### src/rtl/pte_cache_ctrl.sv
// Fully associative PTE cache for the page-table walker: level-gated lookups with a
// one-cycle registered response, fills with duplicate-tag update and round-robin replacement.
module pte_cache_ctrl #(
    parameter int ENTRIES       = 8,
    parameter int PADDR_W       = 50,
    parameter int TAG_W         = 32,
    parameter int DATA_W        = 64,
    parameter int LEVEL_W       = 2,
    parameter int MAX_HIT_LEVEL = 2,
    parameter int CNT_W         = 16
) (
    input  logic               clk,
    input  logic               rst,
    input  logic               flush,
    input  logic               lookup_valid,
    output logic               lookup_ready,
    input  logic [PADDR_W-1:0] lookup_addr,
    input  logic [LEVEL_W-1:0] lookup_level,
    output logic               resp_valid,
    output logic               resp_hit,
    output logic [ENTRIES-1:0] resp_way,
    output logic [DATA_W-1:0]  resp_data,
    input  logic               fill_valid,
    input  logic [PADDR_W-1:0] fill_addr,
    input  logic [DATA_W-1:0]  fill_data,
    output logic [CNT_W-1:0]   hit_cnt,
    output logic [CNT_W-1:0]   miss_cnt
);

    localparam int IDX_W = $clog2(ENTRIES);
    localparam logic [LEVEL_W:0] MAX_LVL = (LEVEL_W+1)'(MAX_HIT_LEVEL);

    logic [ENTRIES-1:0] valid_reg;
    logic [TAG_W-1:0]   tag_reg  [ENTRIES];
    logic [DATA_W-1:0]  data_reg [ENTRIES];
    logic [IDX_W-1:0]   ptr_reg;
    logic [IDX_W-1:0]   ptr_next;

    logic               resp_valid_reg;
    logic               resp_hit_reg;
    logic [ENTRIES-1:0] resp_way_reg;
    logic [DATA_W-1:0]  resp_data_reg;
    logic [CNT_W-1:0]   hit_cnt_reg;
    logic [CNT_W-1:0]   miss_cnt_reg;

    logic               lookup_upper_ok;
    logic               fill_upper_ok;
    logic [ENTRIES-1:0] lookup_match;
    logic [ENTRIES-1:0] fill_match;
    logic [DATA_W-1:0]  hit_data;
    logic [IDX_W-1:0]   fill_idx;
    logic [IDX_W-1:0]   free_idx;
    logic [IDX_W-1:0]   wr_idx;
    logic               wr_en;
    logic               accept;
    logic               hit;

    // Addresses with bits above the tag can never be cached.
    generate
        if (PADDR_W > TAG_W) begin : g_upper
            assign lookup_upper_ok = (lookup_addr[PADDR_W-1:TAG_W] == '0);
            assign fill_upper_ok   = (fill_addr[PADDR_W-1:TAG_W] == '0);
        end else begin : g_no_upper
            assign lookup_upper_ok = 1'b1;
            assign fill_upper_ok   = 1'b1;
        end
    endgenerate

    genvar gi;
    generate
        for (gi = 0; gi < ENTRIES; gi++) begin : g_match
            assign lookup_match[gi] = valid_reg[gi] && lookup_upper_ok &&
                                      (tag_reg[gi] == lookup_addr[TAG_W-1:0]);
            assign fill_match[gi]   = valid_reg[gi] && (tag_reg[gi] == fill_addr[TAG_W-1:0]);
        end
    endgenerate

    assign lookup_ready = !rst && !flush;
    assign accept       = lookup_valid && lookup_ready;
    assign hit          = (|lookup_match) && ({1'b0, lookup_level} < MAX_LVL);

    // Match vectors are at most one-hot, so an OR of masked data is a clean mux.
    always_comb begin
        hit_data = '0;
        fill_idx = '0;
        free_idx = '0;
        for (int i = ENTRIES - 1; i >= 0; i--) begin
            if (lookup_match[i]) hit_data = hit_data | data_reg[i];
            if (fill_match[i])   fill_idx = IDX_W'(i);
            if (!valid_reg[i])   free_idx = IDX_W'(i);
        end
    end

    always_comb begin
        wr_en    = 1'b0;
        wr_idx   = ptr_reg;
        ptr_next = ptr_reg;
        if (fill_valid && fill_upper_ok && !flush) begin
            wr_en = 1'b1;
            if (|fill_match) begin
                wr_idx = fill_idx;
            end else if (!(&valid_reg)) begin
                wr_idx = free_idx;
            end else begin
                wr_idx   = ptr_reg;
                ptr_next = ptr_reg + 1'b1;
            end
        end
    end

    always_ff @(posedge clk) begin
        if (rst || flush) begin
            valid_reg <= '0;
            ptr_reg   <= '0;
        end else begin
            if (wr_en) valid_reg[wr_idx] <= 1'b1;
            ptr_reg <= ptr_next;
        end
    end

    // Tag/data storage needs no reset; valid bits gate every use.
    always_ff @(posedge clk) begin
        if (wr_en && !rst) begin
            tag_reg[wr_idx]  <= fill_addr[TAG_W-1:0];
            data_reg[wr_idx] <= fill_data;
        end
    end

    always_ff @(posedge clk) begin
        if (rst) begin
            resp_valid_reg <= 1'b0;
            resp_hit_reg   <= 1'b0;
            resp_way_reg   <= '0;
            resp_data_reg  <= '0;
        end else begin
            resp_valid_reg <= accept;
            resp_hit_reg   <= accept && hit;
            resp_way_reg   <= (accept && hit) ? lookup_match : '0;
            resp_data_reg  <= (accept && hit) ? hit_data : '0;
        end
    end

    always_ff @(posedge clk) begin
        if (rst) begin
            hit_cnt_reg  <= '0;
            miss_cnt_reg <= '0;
        end else if (resp_valid_reg) begin
            if (resp_hit_reg) begin
                if (hit_cnt_reg != '1) hit_cnt_reg <= hit_cnt_reg + 1'b1;
            end else begin
                if (miss_cnt_reg != '1) miss_cnt_reg <= miss_cnt_reg + 1'b1;
            end
        end
    end

    assign resp_valid = resp_valid_reg;
    assign resp_hit   = resp_hit_reg;
    assign resp_way   = resp_way_reg;
    assign resp_data  = resp_data_reg;
    assign hit_cnt    = hit_cnt_reg;
    assign miss_cnt   = miss_cnt_reg;

endmodule

### config.mk
export PLATFORM = sky130hd
export DESIGN_NAME = pte_cache_ctrl
export DESIGN_NICKNAME = d
export VERILOG_FILES = /design/src/rtl/pte_cache_ctrl.sv
export SDC_FILE = /design/constraint.sdc
export NUM_CORES = 1
export LEC_CHECK = 0
export CORE_MARGIN = 5
export CORE_UTILIZATION = 27
export CTS_CLUSTER_SIZE = 14
export DETAILED_ROUTE_END_ITERATION = 7
export PLACE_DENSITY = 0.54
export SETUP_SLACK_MARGIN = 0.1
export SYNTH_ARGS = -nofsm -noshare
export SYNTH_HDL_FRONTEND = slang
export SYNTH_SLANG_ARGS = --single-unit
### constraint.sdc
create_clock -name clk -period 11.9 [get_ports clk]
set_input_delay 2.38 -clock clk [delete_from_list [all_inputs] [get_ports clk]]
set_output_delay 2.38 -clock clk [all_outputs]
set_load 0.02 [all_outputs]
==> summary.md, run 1 <==
| Metric | Value |
|---|---|
| Status | `complete, no violations` |
| Number of fill cells | `12,874` |
| Post-Route WL | `114.7 mm` |
| Slowest stage cell, crit path | `nor2_4` |
| Hold Path Cell Cnt | `2` |
| Die height | `373.5 um` |
| Seq cells post-synth | `885` |
| Least-Margin Pin Slew | `1197 ps` |
| Max cap viols | `0` |
| Fmax | `0.1408 GHz` |
| Leading cell type in the layout, fill and taps excluded | `edfxtp_1` |
| Antenna violations before repair | `16` |
| Synth Instances | `2,281` |
| Yosys warning count | `0` |
| Initial Util | `0.2714` |
| Fin util | `0.3344` |
| Setup CP Type | `input pin to flip-flop` |
| Root buf cell | `clkbuf_16` |
| H-tree depth | `3` |
| Syn Nets | `2,455` |
| # nets final | `2,771` |
| Combinational power share | `0.041` |
| Fin. Hold Viols | `0` |
| CORE AREA | `131,500 um2` |
| Arr. time, crit path | `7450 ps` |
| Net switching power | `1469 uW` |
| Main synth FF type | `edfxtp_1` |
| First-pass GRT wire length | `161.1 mm` |
| Row Count | `133` |
| Cts hold-fix bufs | `0` |
| Critical Path Max Stage Delay | `790 ps` |
| Max Fanout on Critical Path | `42` |
| Register area share after synthesis | `0.7121` |
| Crit path capture type | `flip-flop` |
| Port buffer count | `276` |
| Clock Sinks | `885` |
| Pwr dens | `153.2 nW/um2` |
| HP Class | `flip-flop to flip-flop` |
| Clock buffer depth | `3` |
| Clock Latency Late Sink | `710 ps` |
| Final Skew | `50.47 ps` |
| Die Wd | `373.5 um` |
| Final RePlAce weighted congestion | `0.8288` |
| Min Tclk post-route | `7103 ps` |
| Proportion of layout cells with a drive suffix above 1 | `0.08982` |
| Relative slew slack | `0.2021` |
| Final non-filler cell total | `4,445` |
| Final-report max-slew violation count | `0` |
| Fin Setup TNS | `0 ps` |
| Largest net degree at the start of global routing | `84` |
| Most frequent cells in the layout | `edfxtp_1, xor2_1, clkdlybuf4s50_1, xnor2_1, a22oi_1` |
| # DRC | `0` |
| Largest register FFs | `512` |
| Io pins | `278` |
| Worst path required time | `12,240 ps` |
| DR iter-0 viols | `1,878` |
| RSZ-0062 raised after global routing | `no` |
| Net Sw Frac | `0.2182` |
| First-pass detailed-route iteration total | `5` |
| Crit path launch type | `input pin` |
| Clock power frac | `0.459` |
| Post-synthesis cell type count | `48` |
| Drt wl/cell | `25.80 um` |
| Cells on worst reg2reg path | `9` |
| Setup repair bufs after CTS | `0` |
| Max rail drop VDD | `0.1270 mV` |
| Finish-stage setup viols | `0` |
| GRT Residual Overflow | `0` |
| Vias in the first global route | `21,590` |
| Total track usage | `0.1590` |
| Post-DP HPWL | `67.86 mm` |
| Leakage | `0.01354 uW` |
| Total power | `6735 uW` |
| Vias | `21,327` |
| Cell Chain, Critical Path | `clkdlybuf4s50_1, buf_4, xor2_1, nor4_1, nand4_1, or4_1, nand4_1, nor3_1, o31a_1, nor2_4, buf_4` |
| Via density | `4.798` |
| Fraction of registers with async set or reset after synthesis | `0` |
| Clk slew on worst S/H paths | `60 ps` |
| Inst Count DP | `4,250` |
| Period utilisation layout | `0.5969` |
| Internal power | `5265 uW` |
| CTS tree | `done` |
| Post-synth EDFFs | `768` |
| Post-CTS resize count | `0` |
| Final ANT Viol Nets | `0` |
| Mapped Area | `35,680 um2` |
| Area Overhead vs Synth | `23.23%` |
| Syn_area_per_cell | `15.64 um2` |
| Num CTS Buffers | `100` |
| Seq pwr share | `0.500` |
| Die ar. | `139,500 um2` |
## cell usage after synthesis, types with 2 or more instances
| cell | number | area share |
|---|---|---|
| buf_4 | 15 | 0.0032 |
| nor2b_1 | 2 | 0.00035 |
| nand3_1 | 30 | 0.0042 |
| a31oi_1 | 65 | 0.011 |
| edfxtp_1 | 768 | 0.65 |
| buf_6 | 17 | 0.0054 |
| nand2b_1 | 4 | 0.00070 |
| xor2_1 | 349 | 0.086 |
| o211ai_1 | 3 | 0.00063 |
| nor4_1 | 97 | 0.017 |
| a221oi_1 | 64 | 0.016 |
| inv_1 | 12 | 0.0013 |
| nand2_1 | 33 | 0.0035 |
| nand4_1 | 66 | 0.012 |
| a22oi_1 | 129 | 0.027 |
| o21bai_1 | 2 | 0.00042 |
| o21ai_0 | 10 | 0.0014 |
| clkbuf_1 | 43 | 0.0045 |
| a21oi_1 | 10 | 0.0014 |
| dfxtp_1 | 117 | 0.066 |
| a22o_1 | 64 | 0.016 |
| mux2i_1 | 3 | 0.00084 |
| xnor2_1 | 188 | 0.046 |
| buf_2 | 58 | 0.0081 |
| ha_1 | 3 | 0.0011 |
| or4_1 | 8 | 0.0017 |
| nor4_2 | 2 | 0.00070 |
| and2_1 | 3 | 0.00053 |
| o21ai_1 | 8 | 0.0011 |
| and4_1 | 5 | 0.0012 |
| and3_1 | 2 | 0.00035 |
| nor2_1 | 48 | 0.0051 |
| nor3_2 | 6 | 0.0017 |
| or3_1 | 9 | 0.0016 |
| nor3_1 | 25 | 0.0035 |
## final timing paths
kind	to	start	slack (ps)
worst max-delay path	data_reg[6][54]$_DFFE_PP_	fill_addr[10]	4800
worst min-delay path	miss_cnt[1]$_SDFFE_PP0P_	miss_cnt[1]$_SDFFE_PP0P_	510
worst max register to register	data_reg[6][54]$_DFFE_PP_	tag_reg[5][4]$_DFFE_PP_	6820
worst min register to register	miss_cnt[1]$_SDFFE_PP0P_	miss_cnt[1]$_SDFFE_PP0P_	510
## routing by layer
metal	wire, um	GRT usage	up-vias
met5	244	0.006861	-
met4	2727	0.04599	18
met3	9530	0.04554	155
met1	49600	0.2122	10908
li1	-	-	9463
met2	52570	0.2519	783
## power by group through the flow
stage	Sequential [uW]	Clock, uW	Combinational, uW
after floorplan	3430	0	106
after global placement	3430	0	272
after detailed placement	3430	0	273
after CTS	3370	3180	274
after global routing	3370	3310	288
final	3370	3090	275
## final cells by class
type                       instances  area (um2)  area share
sequential                       885       25400      0.5779
multi-input combinational       1250        9590      0.2181
antenna                            7       17.52   0.0003984
clock buffer                     143        2815     0.06404
clock inverter                    45       529.3     0.01204
inverter                          12       45.04    0.001025
tap                             1755        2196     0.04995
timing repair buffer             348        3366     0.07656
## critical path: cells and delay by family
| family | cells | cell delay (ps) |
|---|---|---|
| AND/OR/NAND/NOR | 6 | 2780 |
| buffers and inverters | 3 | 1530 |
| AO/OA/AOI/OAI | 1 | 500 |
| XOR/XNOR | 1 | 200 |
## per-stage QoR
step	instance area (um2)	setup WS, ps	hold slack, ps
3_5_place_dp	40600	4090	493.3
6_report	43960	4797	505.8
4_1_cts	43950	4857	504.3
2_1_floorplan	35680	2966	475.4
5_1_grt	43950	4665	522.8
3_3_place_gp	40600	4106	486.0
## cells by family after synthesis
group	synth area share
flip-flops	0.7121
AND/OR/NAND/NOR	0.05485
AO/OA/AOI/OAI	0.07649
adder cells (fa/ha/maj)	0.001052
XOR/XNOR	0.1318
buffers and inverters	0.02255
multiplexers	0.001157
(Power assumes the default switching activity.)
==> run 2, diff against run 1 <==
PLACE_DENSITY = 0.56   (was 0.54)
clock period = 5.8 ns   (was 11.9 ns; I/O delays follow)
==> summary.md, run 2 (synthesized netlist as in run 1, its figures left out) <==
| Metric | Value |
|---|---|
| Combinational power share | `0.042 (was 0.041)` |
| Final ANT Viol Nets | `0 (unchanged)` |
| Fmax | `0.2047 GHz` |
| Die ar. | `139,500 um2 (unchanged)` |
| Least-Margin Pin Slew | `947.7 ps (was 1197 ps)` |
| Net Sw Frac | `0.2184 (was 0.2182)` |
| Via density | `4.747 (was 4.798)` |
| Seq pwr share | `0.503 (was 0.500)` |
| Inst Count DP | `4,384 (was 4,250)` |
| Placed Area | `42,400 um2 (was 40,600 um2)` |
| Num CTS Buffers | `97 (was 100)` |
| Final Instance Area | `45,680 um2 (was 43,960 um2)` |
| Drt wl/cell | `24.65 um (was 25.80 um)` |
| Final Skew | `65.80 ps (was 50.47 ps)` |
| Internal power | `10,740 uW (was 5265 uW)` |
| Pwr dens | `300.9 nW/um2 (was 153.2 nW/um2)` |
| Proportion of layout cells with a drive suffix above 1 | `0.1310 (was 0.08982)` |
| Pre-CTS setup slack | `377.0 ps (was 4090 ps)` |
| Area Overhead vs Synth | `28.04% (was 23.23%)` |
| Net switching power | `3003 uW (was 1469 uW)` |
| Total track usage | `0.1564 (was 0.1590)` |
| Clock buffer depth | `3 (unchanged)` |
| Post-Route WL | `112.7 mm (was 114.7 mm)` |
| Crit path launch type | `input pin (unchanged)` |
| Final worst setup slack | `914.7 ps (was 4797 ps)` |
| CORE AREA | `131,500 um2 (unchanged)` |
| Crit path capture type | `flip-flop (unchanged)` |
| Row Count | `133 (unchanged)` |
| Cell Chain, Critical Path | `clkdlybuf4s50_1, xor2_1, nor4_1, nand4_1, or4_1, nand2_1, o211ai_1, buf_4, or3_1, nor2_4, buf_12 (was clkdlybuf4s50_1, buf_4, xor2_1, nor4_1, nand4_1, or4_1, nand4_1, nor3_1, o31a_1, nor2_4, buf_4)` |
| Min Tclk post-route | `4885 ps` |
| # DRC | `0 (unchanged)` |
| Clock Sinks | `885 (unchanged)` |
| Largest net degree at the start of global routing | `66 (was 84)` |
| Worst path required time | `6140 ps (was 12,240 ps)` |
| Period utilisation layout | `0.8423` |
| First-pass GRT wire length | `160.3 mm (was 161.1 mm)` |
| Setup repair bufs after CTS | `0 (unchanged)` |
| RSZ-0062 raised after global routing | `no (unchanged)` |
| Final RePlAce weighted congestion | `0.9544 (was 0.8288)` |
| Leading cell type in the layout, fill and taps excluded | `edfxtp_1 (unchanged)` |
| Max rail drop VDD | `0.3052 mV (was 0.1270 mV)` |
| Hold Path Cell Cnt | `2 (unchanged)` |
| Die height | `373.5 um (unchanged)` |
| Cts hold-fix bufs | `0 (unchanged)` |
| GRT Residual Overflow | `0 (unchanged)` |
| DR iter-0 viols | `2,150 (was 1,878)` |
| Cells on worst reg2reg path | `10 (was 9)` |
| Fin. Hold Viols | `0 (unchanged)` |
| Io pins | `278 (unchanged)` |
| Number of fill cells | `12,681 (was 12,874)` |
| Most frequent cells in the layout | `edfxtp_1, xor2_1, clkdlybuf4s50_1, xnor2_1, buf_4 (was edfxtp_1, xor2_1, clkdlybuf4s50_1, xnor2_1, a22oi_1)` |
| Port buffer count | `276 (unchanged)` |
| Critical Path Max Stage Delay | `930 ps (was 790 ps)` |
| # nets final | `2,902 (was 2,771)` |
| Vias in the first global route | `21,850 (was 21,590)` |
| Finish-stage setup viols | `0 (unchanged)` |
| Die Wd | `373.5 um (unchanged)` |
| Final-report max-slew violation count | `0 (unchanged)` |
| HP Class | `flip-flop to flip-flop (unchanged)` |
| First-pass detailed-route iteration total | `5 (unchanged)` |
| Arr. time, crit path | `5220 ps (was 7450 ps)` |
| Post-DP HPWL | `77.45 mm (was 67.86 mm)` |
| Clk slew on worst S/H paths | `60 ps (about the same)` |
| Clock power frac | `0.456 (was 0.459)` |
| Antenna violations before repair | `16 (unchanged)` |
| Status | `complete, no violations (unchanged)` |
| Initial Util | `0.2714 (unchanged)` |
| Root buf cell | `clkbuf_16 (unchanged)` |
| Slowest stage cell, crit path | `clkdlybuf4s50_1 (was nor2_4)` |
| Post-CTS resize count | `0 (unchanged)` |
| Setup CP Type | `input pin to flip-flop (unchanged)` |
| Leakage | `0.01435 uW (was 0.01354 uW)` |
| H-tree depth | `3 (unchanged)` |
| Clock Latency Late Sink | `730 ps (was 710 ps)` |
| Relative slew slack | `0.3663 (was 0.2021)` |
| Final non-filler cell total | `4,573 (was 4,445)` |
| Max Fanout on Critical Path | `40 (was 42)` |
| Largest register FFs | `512 (unchanged)` |
| Fin Setup TNS | `0 ps (unchanged)` |
| Vias | `21,706 (was 21,327)` |
| CTS tree | `done (unchanged)` |
| Max cap viols | `0 (unchanged)` |
[run 2: changes by cell type in the layout (fill, tap and decap cells not counted), sizes merged]
cell / change
clkinv: -9
buf: +134
diode: +1
clkinvlp: +2
[run 2: power by group through the flow]
| stage | Sequential (uW) | Combinational (uW) | Clock (uW) |
|---|---|---|---|
| 2_1_floorplan | 7050 | 218 | 0 |
| 3_3_place_gp | 7040 | 568 | 0 |
| 3_5_place_dp | 7040 | 569 | 0 |
| 4_1_cts | 6910 | 572 | 6420 |
| 5_1_grt | 6900 | 601 | 6680 |
| 6_report | 6910 | 571 | 6270 |
[run 2: critical path: cells and delay by family]
| family | cells | cell delay (ps) |
|---|---|---|
| compound gates | 1 | 190 |
| buf+inv | 3 | 1390 |
| xor+xnor | 1 | 200 |
| simple gates | 6 | 2220 |
[run 2: final cells by class]
class                           instances  area (um2)  area share
Clock inverter                         38       501.7     0.01098
Tap cell                             1755        2196     0.04807
Inverter                               12       45.04   0.0009861
Antenna cell                            8       20.02   0.0004383
Clock buffer                          143        2761     0.06045
Timing Repair Buffer                  482        5160      0.1130
Multi-Input combinational cell       1250        9590      0.2100
Sequential cell                       885       25400      0.5562
[run 2: final timing paths]
kind                       startpoint                  endpoint  slack, ps
min reg2reg  hit_cnt[11]$_SDFFE_PP0P_  hit_cnt[11]$_SDFFE_PP0P_        500
min          hit_cnt[11]$_SDFFE_PP0P_  hit_cnt[11]$_SDFFE_PP0P_        500
max reg2reg   tag_reg[2][6]$_DFFE_PP_  tag_reg[7][10]$_DFFE_PP_       1910
max                      fill_addr[6]  tag_reg[7][10]$_DFFE_PP_        910
[run 2: per-layer routing]
metal / track usage / share of wire
met5: 0 / 0.00098
met4: 0.05292 / 0.033
met3: 0.04002 / 0.082
met2: 0.2469 / 0.46
met1: 0.2102 / 0.42
[run 2: metrics by stage]
stage	utilization	hold slack, ps	total power, uW
final	0.3475	503.0	13750
after global routing	0.3473	537.1	14190
after CTS	0.3473	506.0	13900
after detailed placement	0.3225	491.3	7612
after global placement	0.3225	483.6	7612
after floorplan	-	476.8	7265
